$ cat config.mk
export PLATFORM = sky130hd
export DESIGN_NAME = sram_march_bist_flat
export DESIGN_NICKNAME = d
export VERILOG_FILES = /design/src/rtl/sram_march_bist_if.sv /design/src/rtl/sram_march_bist.sv /design/src/flat_wrapper.sv
export SDC_FILE = /design/constraint.sdc
export NUM_CORES = 1
export LEC_CHECK = 0
export BUFFER_PORTS_ARGS = -buffer_cell sky130_fd_sc_hd__clkbuf_2
export CAP_MARGIN = 20
export CORE_MARGIN = 2
export CORE_UTILIZATION = 45
export DETAILED_ROUTE_END_ITERATION = 8
export PLACE_DENSITY_LB_ADDON = 0.05
export SYNTH_ARGS = -nofsm -noshare
export SYNTH_HDL_FRONTEND = slang
export SYNTH_SLANG_ARGS = --single-unit
$ cat constraint.sdc
create_clock -name clk -period 3.6 [get_ports clk]
set_input_delay 0.18 -clock clk [delete_from_list [all_inputs] [get_ports clk]]
set_output_delay 0.18 -clock clk [all_outputs]
set_load 0.1 [all_outputs]
$ cat src/rtl/sram_march_bist_if.sv
// sram_march_bist_if: bundles the controller's SRAM pins (cen/gwen/wen/addr/din/q)
// together with its start/status signals. The BIST controller connects through the
// master modport. The SRAM macro side and the status consumer connect through the
// slave modport.
interface sram_march_bist_if #(
   parameter int ADDR_WIDTH = 9,
   parameter int DATA_WIDTH = 8
);
   logic                  start;
   logic                  cen;
   logic                  gwen;
   logic [DATA_WIDTH-1:0] wen;
   logic [ADDR_WIDTH-1:0] addr;
   logic [DATA_WIDTH-1:0] din;
   logic [DATA_WIDTH-1:0] q;
   logic                  busy;
   logic                  done;
   logic                  pass;
   logic [ADDR_WIDTH-1:0] fail_addr;
   logic [7:0]            fail_count;

   modport master (
      input  start, q,
      output cen, gwen, wen, addr, din, busy, done, pass, fail_addr, fail_count
   );

   modport slave (
      output start, q,
      input  cen, gwen, wen, addr, din, busy, done, pass, fail_addr, fail_count
   );
endinterface

$ cat src/rtl/sram_march_bist.sv
// sram_march_bist: March C- self-test controller for one gf180mcu SRAM macro.
// Element sequence: M0 up w0, M1 up (r0,w1), M2 up (r1,w0), M3 down (r0,w1),
// M4 down (r1,w0), M5 down r0. The DRAIN state performs the final compare.
// A test lasts 10N+1 busy cycles.
// All SRAM-facing outputs are driven straight from flops.
// Read data is checked one cycle after its read edge through a small
// expected-value/address/valid pipe.
// Optional feature macro: SRAM_BIST_FAIL_LOG_EN. When it is defined, the block
// records the address of the first mismatch and a saturating mismatch count.
// When it is not defined, fail_addr and fail_count are tied to 0.
module sram_march_bist #(
   parameter int ADDR_WIDTH = 9,
   parameter int DATA_WIDTH = 8
) (
   input logic               clk,
   input logic               rst_n,
   sram_march_bist_if.master bus
);

   typedef enum logic [3:0] {IDLE, M0, M1, M2, M3, M4, M5, DRAIN, DONE} state_t;

   localparam logic [ADDR_WIDTH-1:0] ADDR_FIRST = '0;
   localparam logic [ADDR_WIDTH-1:0] ADDR_LAST  = '1;

   state_t                state;
   logic                  cen;
   logic                  gwen;
   logic                  bg;
   logic [ADDR_WIDTH-1:0] addr;
   logic                  busy;
   logic                  done;
   logic                  pass;

   logic                  launch;
   logic                  rd_issue;
   logic                  rd_exp;
   logic                  mismatch;

   logic                  vld_p1;
   logic                  exp_p1;

   // Ascending elements walk 0 -> N-1; the others walk N-1 -> 0.
   function automatic logic is_up(input state_t s);
      return (s == M0) || (s == M1) || (s == M2);
   endfunction

   // Background written by the second half of a read/write element.
   function automatic logic write_bg(input state_t s);
      return (s == M1) || (s == M3);
   endfunction

   function automatic state_t next_elem(input state_t s);
      state_t n;
      n = IDLE;
      case (s)
         M0:      n = M1;
         M1:      n = M2;
         M2:      n = M3;
         M3:      n = M4;
         M4:      n = M5;
         default: n = IDLE;
      endcase
      return n;
   endfunction

   function automatic logic [ADDR_WIDTH-1:0] elem_first(input state_t s);
      return is_up(s) ? ADDR_FIRST : ADDR_LAST;
   endfunction

   function automatic logic [ADDR_WIDTH-1:0] elem_last(input state_t s);
      return is_up(s) ? ADDR_LAST : ADDR_FIRST;
   endfunction

   function automatic logic [ADDR_WIDTH-1:0] step(input state_t s,
                                                   input logic [ADDR_WIDTH-1:0] a);
      return is_up(s) ? a + 1'b1 : a - 1'b1;
   endfunction

   // start is honoured only while idle or parked in DONE.
   assign launch   = bus.start && ((state == IDLE) || (state == DONE));
   // A read is exactly a cycle with the macro enabled and the write strobe high.
   assign rd_issue = !cen && gwen;
   // r1 reads happen only in M2 and M4. Every other read expects background 0.
   assign rd_exp   = (state == M2) || (state == M4);
   assign mismatch = vld_p1 && (bus.q != {DATA_WIDTH{exp_p1}});

   // March sequencer: element, address, and registered SRAM controls.
   always_ff @(posedge clk or negedge rst_n) begin
      if (!rst_n) begin
         state <= IDLE;
         cen   <= 1'b1;
         gwen  <= 1'b1;
         bg    <= 1'b0;
         addr  <= ADDR_FIRST;
         busy  <= 1'b0;
         done  <= 1'b0;
      end else begin
         unique case (state)
            IDLE, DONE: begin
               if (launch) begin
                  state <= M0;
                  cen   <= 1'b0;
                  gwen  <= 1'b0;
                  bg    <= 1'b0;
                  addr  <= ADDR_FIRST;
                  busy  <= 1'b1;
                  done  <= 1'b0;
               end
            end
            M0: begin
               if (addr == ADDR_LAST) begin
                  state <= M1;
                  addr  <= elem_first(M1);
                  gwen  <= 1'b1;
               end else begin
                  addr <= step(state, addr);
               end
            end
            M1, M2, M3, M4: begin
               if (gwen) begin
                  // The read was just issued. Rewrite the same word with the new background.
                  gwen <= 1'b0;
                  bg   <= write_bg(state);
               end else begin
                  gwen <= 1'b1;
                  if (addr == elem_last(state)) begin
                     state <= next_elem(state);
                     addr  <= elem_first(next_elem(state));
                  end else begin
                     addr <= step(state, addr);
                  end
               end
            end
            M5: begin
               if (addr == ADDR_FIRST) begin
                  state <= DRAIN;
                  cen   <= 1'b1;
               end else begin
                  addr <= addr - 1'b1;
               end
            end
            DRAIN: begin
               state <= DONE;
               busy  <= 1'b0;
               done  <= 1'b1;
            end
            default: begin
               state <= IDLE;
               cen   <= 1'b1;
               gwen  <= 1'b1;
               busy  <= 1'b0;
            end
         endcase
      end
   end

   // Compare pipe: remember what the read issued this cycle should return.
   always_ff @(posedge clk or negedge rst_n) begin
      if (!rst_n) begin
         vld_p1 <= 1'b0;
         exp_p1 <= 1'b0;
      end else begin
         vld_p1 <= rd_issue;
         exp_p1 <= rd_exp;
      end
   end

   // Pass flag: set on launch, cleared for good by the first mismatch.
   always_ff @(posedge clk or negedge rst_n) begin
      if (!rst_n) begin
         pass <= 1'b0;
      end else if (launch) begin
         pass <= 1'b1;
      end else if (mismatch) begin
         pass <= 1'b0;
      end
   end

`ifdef SRAM_BIST_FAIL_LOG_EN
   logic [ADDR_WIDTH-1:0] cmp_addr_p1;
   logic [ADDR_WIDTH-1:0] fail_addr;
   logic [7:0]            fail_count;

   function automatic logic [7:0] sat_inc(input logic [7:0] v);
      return (v == 8'hFF) ? v : v + 8'd1;
   endfunction

   // Address companion of the compare pipe.
   always_ff @(posedge clk or negedge rst_n) begin
      if (!rst_n) begin
         cmp_addr_p1 <= ADDR_FIRST;
      end else if (rd_issue) begin
         cmp_addr_p1 <= addr;
      end
   end

   // Failure log: the first failing address (while pass is still set) and a saturating count.
   always_ff @(posedge clk or negedge rst_n) begin
      if (!rst_n) begin
         fail_addr  <= ADDR_FIRST;
         fail_count <= 8'd0;
      end else if (launch) begin
         fail_addr  <= ADDR_FIRST;
         fail_count <= 8'd0;
      end else if (mismatch) begin
         if (pass) begin
            fail_addr <= cmp_addr_p1;
         end
         fail_count <= sat_inc(fail_count);
      end
   end

   assign bus.fail_addr  = fail_addr;
   assign bus.fail_count = fail_count;
`else
   assign bus.fail_addr  = '0;
   assign bus.fail_count = 8'd0;
`endif

   assign bus.cen  = cen;
   assign bus.gwen = gwen;
   assign bus.wen  = {DATA_WIDTH{gwen}};
   assign bus.addr = addr;
   assign bus.din  = {DATA_WIDTH{bg}};
   assign bus.busy = busy;
   assign bus.done = done;
   assign bus.pass = pass;

endmodule

$ cat src/flat_wrapper.sv
// flat-port wrapper written by rule: the top's interface ports become plain ports
module sram_march_bist_flat 
#(
   parameter int ADDR_WIDTH = 9,
   parameter int DATA_WIDTH = 8
)
  (clk, rst_n, bus_start, bus_q, bus_cen, bus_gwen, bus_wen, bus_addr, bus_din, bus_busy, bus_done, bus_pass, bus_fail_addr, bus_fail_count);
  sram_march_bist_if #(.ADDR_WIDTH(ADDR_WIDTH), .DATA_WIDTH(DATA_WIDTH)) bus_i ();
  input logic clk;
  input logic rst_n;
  input wire logic [$bits(bus_i.start)-1:0] bus_start;
  input wire logic [$bits(bus_i.q)-1:0] bus_q;
  output wire logic [$bits(bus_i.cen)-1:0] bus_cen;
  output wire logic [$bits(bus_i.gwen)-1:0] bus_gwen;
  output wire logic [$bits(bus_i.wen)-1:0] bus_wen;
  output wire logic [$bits(bus_i.addr)-1:0] bus_addr;
  output wire logic [$bits(bus_i.din)-1:0] bus_din;
  output wire logic [$bits(bus_i.busy)-1:0] bus_busy;
  output wire logic [$bits(bus_i.done)-1:0] bus_done;
  output wire logic [$bits(bus_i.pass)-1:0] bus_pass;
  output wire logic [$bits(bus_i.fail_addr)-1:0] bus_fail_addr;
  output wire logic [$bits(bus_i.fail_count)-1:0] bus_fail_count;
  assign bus_i.start = bus_start;
  assign bus_i.q = bus_q;
  assign bus_cen = bus_i.cen;
  assign bus_gwen = bus_i.gwen;
  assign bus_wen = bus_i.wen;
  assign bus_addr = bus_i.addr;
  assign bus_din = bus_i.din;
  assign bus_busy = bus_i.busy;
  assign bus_done = bus_i.done;
  assign bus_pass = bus_i.pass;
  assign bus_fail_addr = bus_i.fail_addr;
  assign bus_fail_count = bus_i.fail_count;
  sram_march_bist #(.ADDR_WIDTH(ADDR_WIDTH), .DATA_WIDTH(DATA_WIDTH)) u_core (.clk(clk), .rst_n(rst_n), .bus(bus_i));
endmodule
Word-level counts from Yosys, hierarchy flattened --
Index checks and enable logic that the tools add are counted.
Word-level totals: flip-flop bits (word level) 21, input bits 11, word-level logic and storage cells 98
Cells by class: $add $sub $neg 2, equal/unequal tests 21, mux-type cells 33, bitwise logic cells 3, reduce and logical (&&, ||, !) cells 29
Operators with widths (count):
- $mux 9 | 8
- $pmux 9 s4 | 1
- $mux 4 | 8
- $pmux 4 s5 | 1
- $eq 4x2->1 const B | 4
- $eq 4x3->1 const B | 4
- $pmux 3 s5 | 1
- $pmux 3 s4 | 1
- $reduce_or 6->1 | 2
- $ne 2x1->1 const B | 5
- $add 9x1->9 const B | 1
- $eq 9x9->1 | 1
- $eq 9x9->1 const B | 1
- $logic_not 9->1 | 1
- $reduce_and 3->1 | 3
- $sub 9x1->9 const B | 1
- $eq 4x1->1 const B | 2
- $mux 1 | 8
- $ne 8x8->1 | 1
- $logic_or 1x1->1 | 7
- $pmux 1 s2 | 3
- $reduce_bool 2->1 | 3
- $reduce_and 5->1 | 1
- $eq 4x4->1 const B | 1
- 12 further kinds | 19

Depth between registers and ports, before layout --
Gate-level depths: netlist of run 1.
word-level depth 15, gate-level depth with buffers 10, mapped depth without buffers 10

Worst setup path before layout of run 1 --
OpenSTA, ideal clock, no wires.
path kind register to register, start point register u_core.addr[0] (netlist: u_core.bus.addr[0]), end point register u_core.state[0], arrival time 2.786 ns, data required time 3.475 ns, setup slack 0.690 ns, stages on the path, launching flop included 8, path buffers 0, cells stage by stage dfrtp_1 > inv_1 > ha_1 > nor2b_1 > o21ai_0 > a2bb2o_1 > o211ai_1 > mux2_2
Between the ends: word-level cells in the longest chain between the ends 3, elaborated cells on any way between the ends 7, those cells by class eq/ne (5); reduce/logical (2)
RTL lines:
- start, declared | line sram_march_bist.sv:29 | logic [ADDR_WIDTH-1:0] addr;
- start signal, assigned | line sram_march_bist.sv:113 | addr <= elem_first(M1);
- start signal, assigned | line sram_march_bist.sv:116 | addr <= step(state, addr);
- start signal, assigned | line sram_march_bist.sv:128 | addr <= elem_first(next_elem(state));
- $eq 9x9->1 (tied with other cells) | line sram_march_bist.sv:111 | if (addr == ADDR_LAST) begin
- $ne 2x1->1 (no source line)
- $reduce_and 5->1 (no source line) (*)
- end signal, assigned | line sram_march_bist.sv:127 | state <= next_elem(state);
- end, declared | line sram_march_bist.sv:25 | state_t state;
Every way passes the cells marked *; elsewhere a longest branch is shown, timed or not. A chain may end at the register's enable or synchronous reset.

Worst setup path in the final report of run 1 --
start point register u_core.state[1], end point register u_core.addr[3] (netlist: u_core.bus.addr[3])
Between the ends: word-level cells in the longest chain between the ends 12, elaborated cells on any way between the ends 36, those cells by class eq/ne (14); mux (11); reduce/logical (11)
RTL lines:
- $eq 4x3->1 (tied with other cells) | line sram_march_bist.sv:55, sram_march_bist.sv:98
- $pmux 3 s5 | line sram_march_bist.sv:55 | case (s)
- $mux 4 | line sram_march_bist.sv:126 | if (addr == elem_last(state)) begin
- $mux 4 | line sram_march_bist.sv:120 | if (gwen) begin
- $mux 4 | line sram_march_bist.sv:98 | unique case (state)
- $eq 4x1->1 or $eq 4x2->1 (tied branches) | line sram_march_bist.sv:44 | return (s == M0) || (s == M1) || (s == M2);
- $logic_or 1x1->1 (2 in series) | line sram_march_bist.sv:44
- $mux 9 | line sram_march_bist.sv:67 | return is_up(s) ? ADDR_FIRST : ADDR_LAST;
- $mux 9 | line sram_march_bist.sv:126
- $mux 9 | line sram_march_bist.sv:120
- $pmux 9 s4 | line sram_march_bist.sv:98
- end signal, assigned | line sram_march_bist.sv:116
- end signal, assigned | line sram_march_bist.sv:128
- end signal, assigned | line sram_march_bist.sv:130 | addr <= step(state, addr);
Several ways; a longest one is shown, not always the timed one. The select of a mux whose other input is x is not followed.

==> results of run 1 <==
-- stage by stage --
step	setup WS, ns	area (µm²)
after global routing	0.248	2150
after CTS	0.553	2150
after floorplan	0.690	2100
final	0.536	2150
after detailed placement	0.569	2100
after global placement	0.620	2100
-- registers in the layout, indices dropped and copies added, names as in the netlist --
signal and cells:
u_core.bus.done 1, u_core.state 4, u_core.bus.pass 1, u_core.bus.gwen 1, u_core.bus.cen 1, u_core.bg 1, u_core.bus.addr 9, u_core.bus.busy 1
u_core.vld_p1 1, u_core.exp_p1 1
-- final cells by class --
class,count,share of cell area (%)
Clock buffer,3,1.92
Sequential cell,21,24.5
Inverter,10,1.74
Tap cell,52,3.02
Multi-Input combinational cell,197,56.7
Clock inverter,1,0.232
Timing Repair Buffer,47,11.9
-- how the worst max path moves through the flow --
stage	from	endpoint	slack (ns)
finish	u_core.state[1]$_DFFE_PN0P_	u_core.bus.addr[3]$_DFFE_PN0P_	0.54
detailed placement	u_core.state[1]$_DFFE_PN0P_	u_core.bus.addr[3]$_DFFE_PN0P_	0.57
CTS	u_core.state[1]$_DFFE_PN0P_	u_core.bus.addr[3]$_DFFE_PN0P_	0.55
floorplan	u_core.bus.addr[0]$_DFFE_PN0P_	u_core.state[0]$_DFFE_PN0P_	0.69
global route	u_core.state[1]$_DFFE_PN0P_	u_core.bus.addr[8]$_DFFE_PN0P_	0.25
global placement	u_core.state[1]$_DFFE_PN0P_	u_core.state[0]$_DFFE_PN0P_	0.62
-- worst reg2reg max path: stages, from the launching register on --
cell	delay, ns
dfrtp_1	0.54
nor2_1	0.48
nor2_4	0.16
ha_1	0.33
nor2b_1	0.17
o2111ai_1	0.11
a21boi_1	0.23
o31ai_1	0.51
nor2_1	0.10
o32a_2	0.33
-- layout by cell type (no fill, tap or decap), drive strengths merged, types with 3 or more instances in the layout --
cell	synthesis	layout
o21ai	17	17
a21oi	12	12
buf	39	6
nor2b	3	3
xor2	3	3
clkbuf	6	43
nor3b	3	3
a211oi	4	4
a22oi	4	4
inv	10	10
ha	6	6
nand2b	3	3
conb	1	17
o211ai	3	3
o22ai	4	4
nor4	4	4
nor2	20	20
nand2	21	21
nand3	8	8
xnor2	5	5
nand4	4	4
or3	5	5
or2	3	3
nor3	10	10
o211a	3	3
dfrtp	19	19
or4	3	3
and3	3	3
-- layer usage --
layer,up-vias,GRT usage (%)
met5,-,0
li1,934,-
met3,6,2.53
met2,75,33.1
met4,0,6.29
met1,898,29.2
-- logic make-up after synthesis --
family,Yosys count
multiplexers,4
AND/OR/NAND/NOR,93
buffers and inverters,55
XOR/XNOR,8
adder cells (fa/ha/maj),6
AO/OA/AOI/OAI,69
flip-flops,21
other,1
==> flow_summary.yaml, run 1 <==
place:
  placedCellCount: 326
  routabilityCongestion: 0.922
  hpwlAfterDp_um: 3750
  io_buffers: 40
setup_path:
  path_buf_inv: 0
  crit_chain: "nor2_1 > nor2_4 > ha_1 > nor2b_1 > o2111ai_1 > a21boi_1 > o31ai_1 > nor2_1 > o32a_2"
  path_depth: 9
  cp_data_required_time_ns: 3.75
  critPathKind: "reg -> reg"
  crit_path_frequent_cell: "nor2_1"
  r2r_setup_slack_ns: 0.54
  reg2reg_from: "u_core.state[1]$_DFFE_PN0P_"
  arrival_ns: 3.22
  r2r_end: "u_core.bus.addr[3]$_DFFE_PN0P_"
  cp_slowest_stage_delay_ns: 0.54
  worstSetupEndpointType: "register"
  cp_slowest_cell: "dfrtp_1"
  r2r_cells: 9
  cp_max_fo: 15
  critPathTopFamily: "compound AO/OA/AOI/OAI gates"
  worst_setup_path_start_kind: "register"
drt:
  wl_um: 4980
  wire_per_inst_um: 15.0
  route.met3.wl_um: 327
  route.met2.wl_um: 2300
  drt-met1-wl_um: 2300
  dr.first_iter.drc_count: 121
  drc: 0
  drt-pass1-iter-count: 4
  ant_nets: 0
  via_per_inst: 5.78
  vias: 1913
  top_layer: "met4"
min_path:
  min-delay-start: "bus_start"
  holdPathStages: 4
  hp-class: "in -> reg"
  hold_end: "u_core.bus.cen$_DFFE_PN1P_"
clock_network:
  ctsLongestPathBuffers: 2
  numCtsBuffers: 3
  cts.sinks: 21
  hold_buffers: 1
  clock_latency_ns: 0.27
  cts_tree: "built"
  postCtsSetupBuffers: 0
  clk_pin_slew_ns: 0.08
  htree_levels: 1
  cts_resized: 0
  clock-root-buffer: "clkbuf_8"
synth:
  ys_warn_count: 0
  synthSimpleGateAreaFrac_pct: 23.8
  synth-xor-area-share_pct: 3.44
  synthMuxAreaShare_pct: 2.09
  ys_seq_area_share_pct: 25.9
  synth_common_cells: "33 x buf_4, 21 x nand2_1, 19 x dfrtp_1, 19 x nor2_1, 16 x o21ai_0"
  yosys.area.top_type: "dfrtp_1"
  synth_top_cell_area_share_pct: 23.3
  syn-cell-area_um2: 2040
  synth.avg_cell_area_um2: 7.93
  synth_edf_count: 0
  synthCells: 257
  synth_top_family_by_area: "simple AND/OR/NAND/NOR gates"
  ys_ff_latch: 21
  yosys.area_share.adder_pct: 3.68
  post-synth-top-count-cell: "buf_4"
  synthTopCellsByArea: "dfrtp_1 23%, buf_4 12%, o21ai_0 3.9%"
  synth_async_sr_flop_share_pct: 100
  synth_compound_area_share_pct: 23.8
  synthDistinctLibCells: 61
  yosys_most_used_dff: "dfrtp_1"
timing:
  rsz0062_at_grt: "no"
  setup_tns_ns: 0
  hold_ws_ns: 0.276
  clock.fmax_mhz: 326
  min_period_ns: 3.06
  hold_viol_final: 0
  tightestPinTransition_ns: 0.712
  fin_crit_sh_pct: 85.1
  relSlewSlack_pct: 52.1
  fin_skew_ns: 0.00888
  slew_violations: 0
  setup_violations: 0
cells_and_area:
  syn2layout_area_growth_pct: 5.65
  fin_nets: 297
  fill_cells: 437
  utilization_pct: 49.5
  final-seq-area_um2: 528
  drive_above_1_share_pct: 23.3
  final_cells: 331
  multi_input_area_um2: 1220
  num_antenna_cells: 0
floorplanning:
  die_h_um: 71.3
  start_util_pct: 46.8
  core_area_um2: 4350
  die_w_um: 71.3
  ios: 58
  die-area_um2: 5080
  rows: 24
global_routing:
  overflow: 0
  grt_pass1_vias: 1750
  antenna_found_initial: 0
  grt_pass1_wl_um: 8430
  grt_start_max_net_pins: 22
  track_usage_pct: 20.7
run_status:
  status: "finished, final reports clean"
job:
  drv_cap: 0
Power of run 1 is left out: the tool's default activity adds up to more than one toggle a clock period on the data nets, which glitch-free logic cannot reach.
==> run 2, diff against run 1 <==
--- a/config.mk
+++ b/config.mk
@@ -10,7 +10,7 @@
 export CORE_MARGIN = 2
 export CORE_UTILIZATION = 45
 export DETAILED_ROUTE_END_ITERATION = 8
-export PLACE_DENSITY_LB_ADDON = 0.05
+export PLACE_DENSITY = 0.68
 export SYNTH_ARGS = -nofsm -noshare
 export SYNTH_HDL_FRONTEND = slang
 export SYNTH_SLANG_ARGS = --single-unit
==> run 2 against run 1 <==
Die area is the same. First-iteration DRC count increased by 33%. Fmax increased by 1.0%. Sequential share of layout area is 0.11 points lower. Clock skew is 0.0066 ns lower. Global-route usage fell by 0.27 points. Cell area grew 0.46%. Wire length increased by 0.46%. Register-to-register slack better by 0.03 ns.
==> flow_summary.yaml, run 2 (same netlist as run 1, synthesis figures left out) <==
clock_network:
  cts.sinks: 21
  clk_pin_slew_ns: 0.09
  cts_resized: 0
  clock-root-buffer: "clkbuf_8"
  clock_latency_ns: 0.27
  hold_buffers: 1
  htree_levels: 1
  numCtsBuffers: 3
  cts_tree: "built"
  ctsLongestPathBuffers: 2
  postCtsSetupBuffers: 0
timing:
  clock.fmax_mhz: 330
  setup_violations: 0
  relSlewSlack_pct: 58.7
  hold_ws_ns: 0.271
  fin_crit_sh_pct: 84.2
  setup_tns_ns: 0
  rsz0062_at_grt: "no"
  fin_skew_ns: 0.00231
  tightestPinTransition_ns: 0.614
  slew_violations: 0
  min_period_ns: 3.03
  hold_viol_final: 0
cells_and_area:
  syn2layout_area_growth_pct: 6.14
  drive_above_1_share_pct: 23.6
  num_antenna_cells: 0
  fill_cells: 425
  mostFrequentLayoutCells: "40 x clkbuf_2, 21 x nand2_1, 19 x nor2_1, 19 x dfrtp_1, 17 x conb_1"
  final_area_um2: 2160
  largest_register_ffs: 9
  final_cells: 332
  final_common_cell: "clkbuf_2"
  top_register: "u_core.bus.addr"
  fin_nets: 298
  reg_top3: "u_core.bus.addr (9), u_core.state (4)"
setup_path:
  path_buf_inv: 0
  crit_path_frequent_cell: "nor2_1"
  cp_max_fo: 14
  critPathLaunch: "u_core.state[0]$_DFFE_PN0P_"
  critPathTopFamily: "compound AO/OA/AOI/OAI gates"
  worstSetupEndpointType: "register"
  cp_slowest_cell: "dfrtp_1"
  cp_slowest_stage_delay_ns: 0.53
  critPathKind: "reg -> reg"
  arrival_ns: 3.19
  reg2reg_from: "u_core.state[0]$_DFFE_PN0P_"
  worst_setup_path_start_kind: "register"
  crit_chain: "nor2_1 > nor2_4 > ha_1 > nor2b_1 > o2111ai_1 > a21boi_1 > o31ai_1 > nor2_1 > o32a_2"
  cp_data_required_time_ns: 3.76
min_path:
  hp-class: "in -> reg"
  min-delay-start: "bus_start"
global_routing:
  antenna_found_initial: 0
  grt_start_max_net_pins: 22
  grt_pass1_vias: 1741
  grt_pass1_wl_um: 8440
  track_usage_pct: 20.4
  overflow: 0
place:
  io_buffers: 40
  dpl_cell_area_um2: 2100
  routabilityCongestion: 0.966
  placedCellCount: 327
  hpwlAfterDp_um: 3690
drt:
  ant_nets: 0
  dr.first_iter.drc_count: 161
  wl_um: 5000
  drc: 0
  vias: 1926
  drt-pass1-iter-count: 4
  via_per_inst: 5.80
  wire_per_inst_um: 15.1
floorplanning:
  rows: 24
  core_area_um2: 4350
  ios: 58
  start_util_pct: 46.8
  die_w_um: 71.3
  die-area_um2: 5080
  die_h_um: 71.3
job:
  drv_cap: 0
run_status:
  status: "finished, final reports clean"
## run 2: cell type report
type	instances	area, µm²	area share, %
flip-flops and latches	21	528	24.4
well taps	52	65.1	3.01
multi-input cells	197	1220	56.4
clock buffers	3	41.3	1.91
clock inverters	1	7.51	0.347
inverters	10	37.5	1.74
repair buffers	48	263	12.1
## run 2: tightest hold or removal path, delay by kind of cell
kind	cells	cell delay [ns]
buffers and inverters	2	0.18
AO/OA/AOI/OAI	2	0.18
## run 2: final timing paths
kind	to	slack [ns]	depth (start not counted)
max in group asynchronous	u_core.bus.gwen$_DFFE_PN1P_	2.80	2
worst min register to register	u_core.vld_p1$_DFF_PN0_	0.50	1
worst max register to register	u_core.bus.addr[3]$_DFFE_PN0P_	0.57	9
worst max-delay path	u_core.bus.addr[3]$_DFFE_PN0P_	0.57	9
worst min-delay path	u_core.bus.cen$_DFFE_PN1P_	0.27	4
min in group asynchronous	u_core.bus.busy$_DFFE_PN0P_	0.43	2
## run 2: metrics by stage
step | util [%] | setup WS [ns]
3_5_place_dp | 48.3 | 0.647
5_1_grt | 49.7 | 0.238
4_1_cts | 49.7 | 0.572
3_3_place_gp | 48.3 | 0.724
6_report | 49.7 | 0.568
2_1_floorplan | - | 0.690
## run 2: metal layers
layer / track usage, % / wire [µm] / vias up
met4: 3.98 / 64 / 0
li1: - / - / 935
met1: 29.1 / 2240 / 902
met3: 1.97 / 293 / 8
met5: 0 / 0 / -
met2: 34.0 / 2410 / 81
Power of run 2 is left out for the same reason.
